==> config.mk <==
export PLATFORM = sky130hd
export DESIGN_NAME = signed_comp_seq
export DESIGN_NICKNAME = d
export VERILOG_FILES = /design/src/rtl/signed_comp_seq.sv
export SDC_FILE = /design/constraint.sdc
export NUM_CORES = 1
export LEC_CHECK = 0
export ABC_AREA = 1
export CAP_MARGIN = 0
export CORE_MARGIN = 10
export CORE_UTILIZATION = 45
export CTS_CLUSTER_DIAMETER = 120
export DETAILED_ROUTE_END_ITERATION = 16
export PLACE_DENSITY = 0.84
export SLEW_MARGIN = 15
export SYNTH_ARGS = -nofsm -noshare
export SYNTH_HDL_FRONTEND = slang
export SYNTH_SLANG_ARGS = --single-unit
==> constraint.sdc <==
create_clock -name clk -period 1.7 [get_ports clk]
set_input_delay 0.34 -clock clk [delete_from_list [all_inputs] [get_ports clk]]
set_output_delay 0.34 -clock clk [all_outputs]
set_load 0.02 [all_outputs]
==> src/rtl/signed_comp_seq.sv <==
// Registered MSB-first magnitude comparator, DIGIT bits per cycle, early exit on first differing digit.
// Signed mode flips the sign bit of both operands so that a plain unsigned scan orders them correctly.
module signed_comp_seq #(
  parameter int WIDTH = 16,
  parameter int DIGIT = 4
) (
  input  logic             clk,
  input  logic             rst_n,
  input  logic             start_valid,
  output logic             start_ready,
  input  logic [WIDTH-1:0] a,
  input  logic [WIDTH-1:0] b,
  input  logic             signed_mode,
  output logic             res_valid,
  input  logic             res_ready,
  output logic             greater,
  output logic             smaller,
  output logic             equal,
  output logic             busy
);

  localparam int N  = WIDTH / DIGIT;
  localparam int IW = (N > 1) ? $clog2(N) : 1;

  typedef enum logic [1:0] {IDLE, SCAN, DONE} state_t;

  state_t           r_state;
  logic [WIDTH-1:0] r_opA;
  logic [WIDTH-1:0] r_opB;
  logic [IW-1:0]    r_idx;
  logic             r_resValid;
  logic             r_greater;
  logic             r_smaller;
  logic             r_equal;

  logic [DIGIT-1:0] w_digA;
  logic [DIGIT-1:0] w_digB;
  logic [WIDTH-1:0] w_signMask;

  assign w_signMask = {signed_mode, {(WIDTH-1){1'b0}}};

  always_comb begin
    w_digA = r_opA[int'(r_idx)*DIGIT +: DIGIT];
    w_digB = r_opB[int'(r_idx)*DIGIT +: DIGIT];
  end

  // Operands are stored already sign-mapped, so the scan itself is always unsigned.
  always_ff @(posedge clk or negedge rst_n) begin
    if (!rst_n) begin
      r_state    <= IDLE;
      r_opA      <= '0;
      r_opB      <= '0;
      r_idx      <= '0;
      r_resValid <= 1'b0;
      r_greater  <= 1'b0;
      r_smaller  <= 1'b0;
      r_equal    <= 1'b0;
    end else begin
      case (r_state)
        IDLE: begin
          if (start_valid) begin
            r_opA   <= a ^ w_signMask;
            r_opB   <= b ^ w_signMask;
            r_idx   <= IW'(N-1);
            r_state <= SCAN;
          end
        end
        SCAN: begin
          if (w_digA != w_digB) begin
            r_greater  <= (w_digA > w_digB);
            r_smaller  <= (w_digA < w_digB);
            r_equal    <= 1'b0;
            r_resValid <= 1'b1;
            r_state    <= DONE;
          end else if (r_idx == '0) begin
            r_equal    <= 1'b1;
            r_resValid <= 1'b1;
            r_state    <= DONE;
          end else begin
            r_idx <= r_idx - IW'(1);
          end
        end
        DONE: begin
          if (res_ready) begin
            r_greater  <= 1'b0;
            r_smaller  <= 1'b0;
            r_equal    <= 1'b0;
            r_resValid <= 1'b0;
            r_state    <= IDLE;
          end
        end
        default: r_state <= IDLE;
      endcase
    end
  end

  assign start_ready = (r_state == IDLE);
  assign busy        = (r_state != IDLE);
  assign res_valid   = r_resValid;
  assign greater     = r_greater;
  assign smaller     = r_smaller;
  assign equal       = r_equal;

endmodule

==> impl_metrics.env, run 1 <==
export IMPL_grt_overflow=0
export IMPL_wl_um=5435
export IMPL_synth_seq_cells=40
export IMPL_ir_worst_vdd_v=0.0009348
export IMPL_yosys_mux_area_fraction_pct=0
export IMPL_critPathKind="reg2reg"
export IMPL_syn_area_per_cell_sq_um=7.909
export IMPL_die_w_um=86.16
export IMPL_arrival_ps=2210
export IMPL_drv_cap=0
export IMPL_gr_usage_all_layers_pct=13.11
export IMPL_post_route_period_util_pct=116.2
export IMPL_synth_top_family_by_area="simple AND/OR/NAND/NOR gates"
export IMPL_drive_gt1_share_pct=18.81
export IMPL_antenna_cells=0
export IMPL_ys_types=18
export IMPL_initial_utilization_pct=47.86
export IMPL_status="finished with violations"
export IMPL_synth_compound_area_share_pct=8.259
export IMPL_reg2reg_to="r_idx[0]"
export IMPL_violations="hold timing, setup timing"
export IMPL_syn_instance_count=249
export IMPL_cts_path_max_buffers=2
export IMPL_power_mw=6.171
export IMPL_setup_viol=8
export IMPL_gp_congestion=0.8074
export IMPL_numCtsBuffers=5
export IMPL_port_buffers=42
export IMPL_yosys_area_top_type="dfrtp_1"
export IMPL_syn_cell_area_sq_mm=0.001969
export IMPL_placed_cell_area_sq_mm=0.002456
export IMPL_clock_sinks=40
export IMPL_die_area_sq_mm=0.007423
export IMPL_critPathLaunchType="flip-flop"
export IMPL_via_per_inst=5.198
export IMPL_syn_nets=291
export IMPL_reg2reg_from="r_idx[1]"
export IMPL_io_pins=43
export IMPL_grt_max_degree=41
export IMPL_yosysSeqAreaShare_pct=50.83
export IMPL_hold_path_class="in2async"
export IMPL_drv_slew=0
export IMPL_tightest_slew_ps=280.1
export IMPL_syn_to_final_growth_pct=42.76
export IMPL_drt_iter0_markers=208
export IMPL_nets=344
export IMPL_yosys_area_share_simple_pct=29.80
export IMPL_netlist_top_cells_count="nand2_1 (120), dfrtp_1 (40), nor2_1 (19), o21ai_0 (18), inv_1 (10)"
export IMPL_yosys_cell_count_top_type="nand2_1"
export IMPL_endpoint_kind="flip-flop"
export IMPL_ant_nets=0
export IMPL_critPathLaunch="r_idx[1]"
export IMPL_die_height_um=86.16
export IMPL_hold_slack_ps=-2.640
export IMPL_cts_tree="done"
export IMPL_crit_fanout=10
export IMPL_clk_pin_slew_ps=70
export IMPL_r2r_cells=10
export IMPL_finish_instance_area_sq_mm=0.002811
export IMPL_synth_area_leaders="dfrtp_1 (51%), nand2_1 (23%), o21ai_0 (4.6%), nor2_1 (3.6%), ha_1 (3.2%)"
export IMPL_relSlewSlack_pct=81.33
export IMPL_synthXorXnorAreaFrac_pct=0.8895
export IMPL_fin_crit_ps=1975
export IMPL_fin_worst_skew_ps=6.997
export IMPL_synth_edff_count=0
export IMPL_setup_tns_ps=-1880
export IMPL_finalWorstSetupSlack_ps=-275.2
export IMPL_p_leak_nw=1.403
export IMPL_grt_setup_unrepaired="true"
export IMPL_yosys_warnings=0
export IMPL_place_ws_ps=-276.9
export IMPL_synthArstFlopShare_pct=100.0
export IMPL_yosys_area_share_adder_pct=3.177
export IMPL_firstDrtPassIters=4
export IMPL_r2r_setup_slack_ps=-280
export IMPL_wl_per_cell_um=15.40
export IMPL_required_ps=1940
export IMPL_htree_levels=2
export IMPL_synth_top_area_share_pct=50.83
export IMPL_nFillCells=300
export IMPL_hold_viol_final=8
export IMPL_hpwlAfterDp_um=3372
export IMPL_synthFlopType="dfrtp_1"
export IMPL_rows=23
export IMPL_grt_pass1_wl_um=7852
export IMPL_ctsHoldBuffers=0
export IMPL_antenna_found_initial=0
export IMPL_cts_root_buf="clkbuf_8"
export IMPL_clk_insertion_delay_late_ps=300
export IMPL_power_density_mw_per_mm2=2195
export IMPL_core_area_sq_mm=0.004115
export IMPL_drc=0
export IMPL_fmax_mhz=506.3
export IMPL_grt_pass1_vias=1771
export IMPL_dr_total_vias=1835
worst max-delay path by stage:
stage | end | slack [ps]
floorplan | r_state[1] | -90
global placement | r_state[1] | -140
detailed placement | r_idx[1] | -280
CTS | r_idx[1] | -150
global route | r_idx[0] | -300
finish | r_idx[0] | -280
power by group:
| part | total, mW | internal, mW | leakage [nW] | switching, mW |
|---|---|---|---|---|
| clock | 0.762 | 0.435 | 0.0552 | 0.327 |
| combinational | 3.62 | 1.61 | 0.853 | 2.01 |
| sequential | 1.79 | 1.42 | 0.494 | 0.372 |
| total | 6.17 | 3.46 | 1.40 | 2.71 |
cell type report:
| cell class | instances | area (sq um) | area share [%] |
|---|---|---|---|
| timing repair inverter | 1 | 8.758 | 0.3115 |
| clock buffer | 6 | 72.57 | 2.581 |
| sequential | 40 | 1002 | 35.65 |
| inverter | 14 | 67.56 | 2.403 |
| timing repair buffer | 56 | 591.8 | 21.05 |
| multi-input combinational | 184 | 970.9 | 34.53 |
| clock inverter | 2 | 35.03 | 1.246 |
| tap | 50 | 62.56 | 2.225 |
routing by layer:
metal	up-vias	part of all wire (%)	global-route usage, %
met5	-	0	0
met4	0	2.5	6.437
met3	15	7.2	4.447
met2	83	48	20.49
met1	853	42	15.67
li1	884	-	-
state kept, by name, summed over array words and instances, names as in the netlist:
| name | cells |
|---|---|
| equal | 1 |
| greater | 1 |
| r_idx | 2 |
| r_opA | 16 |
| r_opB | 16 |
| r_state | 2 |
| res_valid | 1 |
| smaller | 1 |
stage by stage:
stage                     std cells  hold WS (ps)  util, %
after global routing            353         9.595    68.32
after global placement          337         319.1    59.68
after CTS                       345         3.400    63.48
after floorplan                 249         44.41        -
after detailed placement        337         324.3    59.68
final                           353        -2.640    68.32
layout by cell type (no fill, tap or decap), drive strengths merged:
master,netlist,routed
a21oi,1,1
buf,11,14
bufinv,0,1
clkbuf,0,7
clkdlybuf4s50,0,39
clkinv,0,1
dfrtp,40,40
dlygate4sd2,0,2
ha,5,5
inv,14,15
nand2,123,123
nand3,6,6
nor2,20,20
o21ai,18,18
o21bai,1,1
o22a,4,4
o22ai,4,4
xnor2,2,2
logic make-up (layout without fill, tap and decap cells):
family                     after synthesis  count (layout)
and+or+nand+nor                        149             149
DFF                                     40              40
adders and majority gates                5               5
AOI/OAI and AO/OA                       28              28
xor gates and xnor gates                 2               2
buffers and inverters                   25              79
repair_timing:
action / CTS / global route
pin swaps: 2 / 13
gates cloned: 0 / 2
endpoints found under the setup margin: 10 / 8
gates resized for setup: 14 / 35
buffers inserted: 0 / 6
critical path: stages (launching register included):
cell and delay (ps):
dfrtp_2 510, inv_4 130, o21ai_0 110, o22a_1 250, ha_4 300, nand2_2 70, nor2_4 150, nand3_4 150
nand2_4 130, nand2_2 60, nand2_1 60
Power figures use the tool's default switching activity.
==> run 2: changes to the inputs <==
--- a/config.mk
+++ b/config.mk
@@ -12,6 +12,8 @@
 export CTS_CLUSTER_DIAMETER = 120
 export DETAILED_ROUTE_END_ITERATION = 16
 export PLACE_DENSITY = 0.84
+export RECOVER_POWER = 50
+export REMOVE_ABC_BUFFERS = 1
 export SLEW_MARGIN = 15
 export SYNTH_ARGS = -nofsm -noshare
 export SYNTH_HDL_FRONTEND = slang
==> constraint.sdc (replaced) <==
create_clock -name clk -period 1.8 [get_ports clk]
set_input_delay 0.36 -clock clk [delete_from_list [all_inputs] [get_ports clk]]
set_output_delay 0.36 -clock clk [all_outputs]
set_load 0.02 [all_outputs]
==> run 2 against run 1 <==
Net effect:
- the run ends with setup timing left
- routed wire length is 17% lower
- clock power is 20% lower
- via count is 6.3% lower
- largest cell class unchanged
- hold slack better by 190 ps
- critical path depth stayed put
- sequential share of layout area is 2.4 points higher
- combinational power is 24% lower
- non-clock buffer count is 1 lower
- utilization is 4.3 points lower
- final cell count is 0.57% lower
- critical path type unchanged
- clock skew is 4.7 ps lower
==> impl_metrics.env, run 2 (synthesis results as in run 1) <==
export IMPL_grt_setup_unrepaired="true"
export IMPL_grt_pass1_wl_um=7376
export IMPL_hold_path_class="in2async"
export IMPL_io_pins=43
export IMPL_clock_sinks=40
export IMPL_grt_pass1_vias=1641
export IMPL_final_common_cell="nand2_1"
export IMPL_power_internal_mw=2.852
export IMPL_die_area_sq_mm=0.007423
export IMPL_required_ps=2030
export IMPL_arrival_ps=2050
export IMPL_drc=0
export IMPL_antenna_found_initial=0
export IMPL_port_buffers=42
export IMPL_power_frac_seq_pct=33.1
export IMPL_die_height_um=86.16
export IMPL_via_per_inst=4.897
export IMPL_rows=23
export IMPL_clk_pin_slew_ps=70
export IMPL_relSlewSlack_pct=36.39
export IMPL_grt_overflow=0
export IMPL_met3_usage_pct=4.636
export IMPL_reg2reg_from="r_idx[0]"
export IMPL_dr_total_vias=1719
export IMPL_critPathKind="reg2reg"
export IMPL_initial_utilization_pct=47.86
export IMPL_violations="setup timing"
export IMPL_ant_nets=0
export IMPL_cts_path_max_buffers=2
export IMPL_top_usage_layer="met2"
export IMPL_fin_worst_skew_ps=2.342
export IMPL_setup_viol=5
export IMPL_r2r_cells=10
export IMPL_gr_usage_all_layers_pct=12.04
export IMPL_largestRegisters="r_opA x16, r_opB x16"
export IMPL_ctsHoldBuffers=0
export IMPL_fmax_mhz=548.8
export IMPL_nets=342
export IMPL_setup_tns_ps=-48.15
export IMPL_drv_cap=0
export IMPL_power_mw=5.013
export IMPL_syn_to_final_growth_pct=33.80
export IMPL_reg2reg_to="r_idx[1]"
export IMPL_finalWorstSetupSlack_ps=-22.18
export IMPL_die_w_um=86.16
export IMPL_clk_insertion_delay_late_ps=290
export IMPL_drive_gt1_share_pct=14.62
export IMPL_layout_common_cells="nand2_1 (116), clkdlybuf4s50_1 (39), dfrtp_1 (38), nor2_1 (17), inv_1 (10)"
export IMPL_hold_viol_final=0
export IMPL_nFillCells=348
export IMPL_critPathLaunchType="flip-flop"
export IMPL_drt_iter0_markers=134
export IMPL_core_area_sq_mm=0.004115
export IMPL_p_sw_share_pct=43.11
export IMPL_numCtsBuffers=5
export IMPL_combPwrFrac_pct=54.7
export IMPL_placed_cell_area_sq_mm=0.002441
export IMPL_wl_um=4510
export IMPL_hpwlAfterDp_um=3175
export IMPL_wl_per_cell_um=12.85
export IMPL_drv_slew=0
export IMPL_tightest_slew_ps=954.2
export IMPL_cts_tree="done"
export IMPL_p_switching_mw=2.161
export IMPL_met2_usage_pct=18.93
export IMPL_p_leak_nw=1.337
export IMPL_r2r_setup_slack_ps=-20
export IMPL_ir_worst_vdd_v=0.0009334
export IMPL_grt_max_degree=31
export IMPL_post_route_period_util_pct=101.2
export IMPL_met1_usage_pct=14.69
export IMPL_place_ws_ps=-134.4
export IMPL_htree_levels=2
export IMPL_finish_instance_area_sq_mm=0.002635
export IMPL_hold_slack_ps=187.6
export IMPL_cts_root_buf="clkbuf_8"
export IMPL_firstDrtPassIters=4
export IMPL_crit_fanout=6
export IMPL_fin_crit_ps=1822
export IMPL_gp_congestion=0.8392
export IMPL_endpoint_kind="flip-flop"
export IMPL_power_density_mw_per_mm2=1903
export IMPL_clkPwrFrac_pct=12.1
export IMPL_antenna_cells=0
export IMPL_status="finished with violations"
==> run 2: power by group through the flow <==
| stage | logic [mW] | clock network (mW) | registers (mW) |
|---|---|---|---|
| 6_report | 2.74 | 0.609 | 1.66 |
| 3_3_place_gp | 2.21 | 0 | 1.63 |
| 5_1_grt | 3.12 | 0.663 | 1.72 |
| 4_1_cts | 2.54 | 0.630 | 1.66 |
| 3_5_place_dp | 2.27 | 0 | 1.64 |
| 2_1_floorplan | 1.49 | 0 | 1.62 |
==> run 2: final cells by class <==
| class | instances | area (sq um) | area share [%] |
|---|---|---|---|
| Sequential cell | 40 | 1003 | 38.08 |
| Multi-Input combinational cell | 184 | 898.4 | 34.09 |
| Timing Repair Buffer | 55 | 518.0 | 19.66 |
| Clock buffer | 6 | 82.58 | 3.134 |
| Tap cell | 50 | 62.56 | 2.374 |
| Inverter | 14 | 60.06 | 2.279 |
| Clock inverter | 2 | 10.01 | 0.3799 |
==> run 2: per-layer routing <==
layer  wire length (um)  share of wire (%)  vias up
met2               2124                 47       47
met4                 61                1.4        0
met1               1983                 44      787
li1                   -                  -      878
met3                341                7.6        7
met5                  0                  0        -
==> run 2: worst max-delay path by stage <==
| stage | from | end | depth (start not counted) |
|---|---|---|---|
| after floorplan | r_idx[0] | equal | 9 |
| after global placement | r_idx[1] | equal | 9 |
| after detailed placement | r_idx[1] | res_valid | 10 |
| after CTS | r_idx[0] | res_valid | 9 |
| after global routing | r_idx[0] | r_idx[1] | 10 |
| final | r_idx[0] | r_idx[1] | 10 |
==> run 2: critical path, cell delays in order, from the launching register on <==
cell and delay (ps):
dfrtp_2 470, buf_4 180, o21ai_1 130, o22ai_1 120
ha_4 290, nand2_2 70, nor2_4 150, nand3_4 120
nand2_2 100, nand2_1 50, nand2_1 60
==> run 2: timing repair <==
item / CTS / global route
gates cloned: 1 / 0
pin swaps: 3 / 11
resized for setup: 23 / 17
setup buffers: 0 / 3
endpoints found under the setup margin: 10 / 8
==> run 2: metrics by stage <==
stage | instances | utilization [%]
2_1_floorplan | 238 | -
3_3_place_gp | 339 | 59.32
3_5_place_dp | 339 | 59.32
4_1_cts | 348 | 63.24
5_1_grt | 351 | 64.03
6_report | 351 | 64.03
==> run 3: changes to the inputs <==
--- a/config.mk
+++ b/config.mk
@@ -11,7 +11,7 @@
 export CORE_UTILIZATION = 45
 export CTS_CLUSTER_DIAMETER = 120
 export DETAILED_ROUTE_END_ITERATION = 16
-export PLACE_DENSITY = 0.84
+export PLACE_DENSITY = 0.72
 export RECOVER_POWER = 50
 export REMOVE_ABC_BUFFERS = 1
 export SLEW_MARGIN = 15
==> run 3 against run 2 <==
Net effect:
- first-iteration DRC count decreased by 19%
- hold slack improved by 90 ps
- largest power group unchanged
- final cell count increased by 0.28%
- critical path depth unchanged
- worst setup slack got worse by 41 ps
- the flow still finishes with violations (setup timing)
- largest cell class unchanged
==> impl_metrics.env, run 3 (synthesis results as in run 1) <==
export IMPL_core_area_sq_mm=0.004115
export IMPL_r2r_cells=10
export IMPL_gr_usage_all_layers_pct=12.93
export IMPL_endpoint_kind="flip-flop"
export IMPL_cts_tree="done"
export IMPL_numCtsBuffers=5
export IMPL_antenna_cells=0
export IMPL_wl_per_cell_um=13.26
export IMPL_status="finished with violations"
export IMPL_setup_viol=7
export IMPL_cts_path_max_buffers=2
export IMPL_fin_worst_skew_ps=5.898
export IMPL_ctsHoldBuffers=0
export IMPL_grt_max_degree=24
export IMPL_reg2reg_to="r_idx[1]"
export IMPL_port_buffers=42
export IMPL_htree_levels=2
export IMPL_clock_sinks=40
export IMPL_crit_path_top_delay_cell="dfrtp_2"
export IMPL_drive_gt1_share_pct=16.23
export IMPL_nFillCells=368
export IMPL_post_route_period_util_pct=103.5
export IMPL_dr_total_vias=1736
export IMPL_arrival_ps=2100
export IMPL_grt_overflow=0
export IMPL_rows=23
export IMPL_critPathLaunchType="flip-flop"
export IMPL_clk_insertion_delay_late_ps=300
export IMPL_grt_setup_unrepaired="true"
export IMPL_ir_worst_vdd_v=0.0007324
export IMPL_p_leak_nw=1.356
export IMPL_fin_crit_ps=1863
export IMPL_initial_utilization_pct=47.86
export IMPL_power_mw=5.407
export IMPL_crit_chain="buf_6, o21ai_2, o22a_1, ha_4, nand2_4, nor2_4, nand3_4, nand2_4, nand2_1, nand2_1"
export IMPL_required_ps=2040
export IMPL_relSlewSlack_pct=20.94
export IMPL_die_area_sq_mm=0.007423
export IMPL_clk_pin_slew_ps=70
export IMPL_fmax_mhz=536.8
export IMPL_grt_pass1_vias=1708
export IMPL_place_ws_ps=-114.8
export IMPL_grt_pass1_wl_um=7879
export IMPL_power_density_mw_per_mm2=1999
export IMPL_final_util_pct=65.73
export IMPL_antenna_found_initial=0
export IMPL_firstDrtPassIters=4
export IMPL_drv_slew=0
export IMPL_drc=0
export IMPL_slowest_delay_ps=490
export IMPL_violations="setup timing"
export IMPL_drt_iter0_markers=108
export IMPL_drv_cap=0
export IMPL_critPathKind="reg2reg"
export IMPL_syn_to_final_growth_pct=37.36
export IMPL_wl_um=4669
export IMPL_nets=343
export IMPL_crit_fanout=6
export IMPL_layout_common_cells="nand2_1 (111), clkdlybuf4s50_1 (39), dfrtp_1 (38), nor2_1 (18), o21ai_1 (12)"
export IMPL_finalWorstSetupSlack_ps=-62.90
export IMPL_largestRegisters="r_opA x16, r_opB x16"
export IMPL_cts_root_buf="clkbuf_8"
export IMPL_hpwlAfterDp_um=3191
export IMPL_die_w_um=86.16
export IMPL_io_pins=43
export IMPL_via_per_inst=4.932
export IMPL_reg2reg_from="r_idx[0]"
export IMPL_final_common_cell="nand2_1"
export IMPL_tightest_slew_ps=1186
export IMPL_critPathLaunch="r_idx[0]"
export IMPL_ant_nets=0
export IMPL_die_height_um=86.16
export IMPL_hold_viol_final=0
export IMPL_multi_input_area_sq_um=949.7
export IMPL_seq_area_sq_mm=0.001003
export IMPL_gp_congestion=0.8203
export IMPL_r2r_setup_slack_ps=-60
export IMPL_hold_path_class="in2async"
-- run 3: cell types whose count changed in the layout (fill, tap and decap cells not counted), moves of 3 or more --
cell     change
o21ai_1      +3
nand2_4      +3
o21ai_0      -3
nand2_1      -5
-- run 3: final cells by class --
cell class,count,share of cell area [%]
tap,50,2.313
inverter,14,2.220
clock buffer,8,3.330
sequential,40,37.10
timing repair inverter,1,0.1850
timing repair buffer,55,19.75
multi-input combinational,184,35.11
-- run 3: per-layer routing --
metal  routed length (um)  vias to the layer above  global-route usage [%]
met3                  336                        6                   5.393
li1                     -                      881                       -
met2                 2013                       57                   18.53
met5                    0                        -                       0
met4                   65                        0                   4.940
met1                 2253                      792                   16.81
-- run 3: per-stage QoR --
stage	cell area, sq um	hold slack [ps]	instances	TNS, ps
3_3_place_gp	2456	348.6	341	-229.2
4_1_cts	2566	31.60	349	-248.8
6_report	2705	277.4	352	-233.5
2_1_floorplan	1883	64.41	238	-545.7
5_1_grt	2705	366.4	352	-845.5
3_5_place_dp	2456	351.7	341	-657.6
-- run 3: what timing repair did --
action                                  in CTS  in global routing
pin swaps                                    3                 21
resized for setup                           10                 41
endpoints found under the setup margin      10                  8
gates cloned                                 0                  2
buffers inserted                             0                  1
-- run 3: critical path, delay by kind of cell, from the launching register on --
| family | cells | cell delay (ps) |
|---|---|---|
| AO/OA/AOI/OAI | 2 | 300 |
| adder cells (fa/ha/maj) | 1 | 290 |
| buffers and inverters | 1 | 160 |
| flip-flops | 1 | 490 |
| AND/OR/NAND/NOR | 6 | 560 |
-- run 3: how the worst max path moves through the flow --
stage	to	depth (start not counted)
after floorplan	equal	9
after global placement	equal	9
after detailed placement	r_state[1]	9
after CTS	smaller	10
after global routing	r_idx[1]	10
final	r_idx[1]	10
-- run 3: where the power goes --
group          internal (mW)  leakage, nW  total [mW]  switching, mW
logic                   1.43        0.817        3.12           1.69
registers               1.34        0.493        1.67          0.329
clock network          0.313       0.0455       0.618          0.305
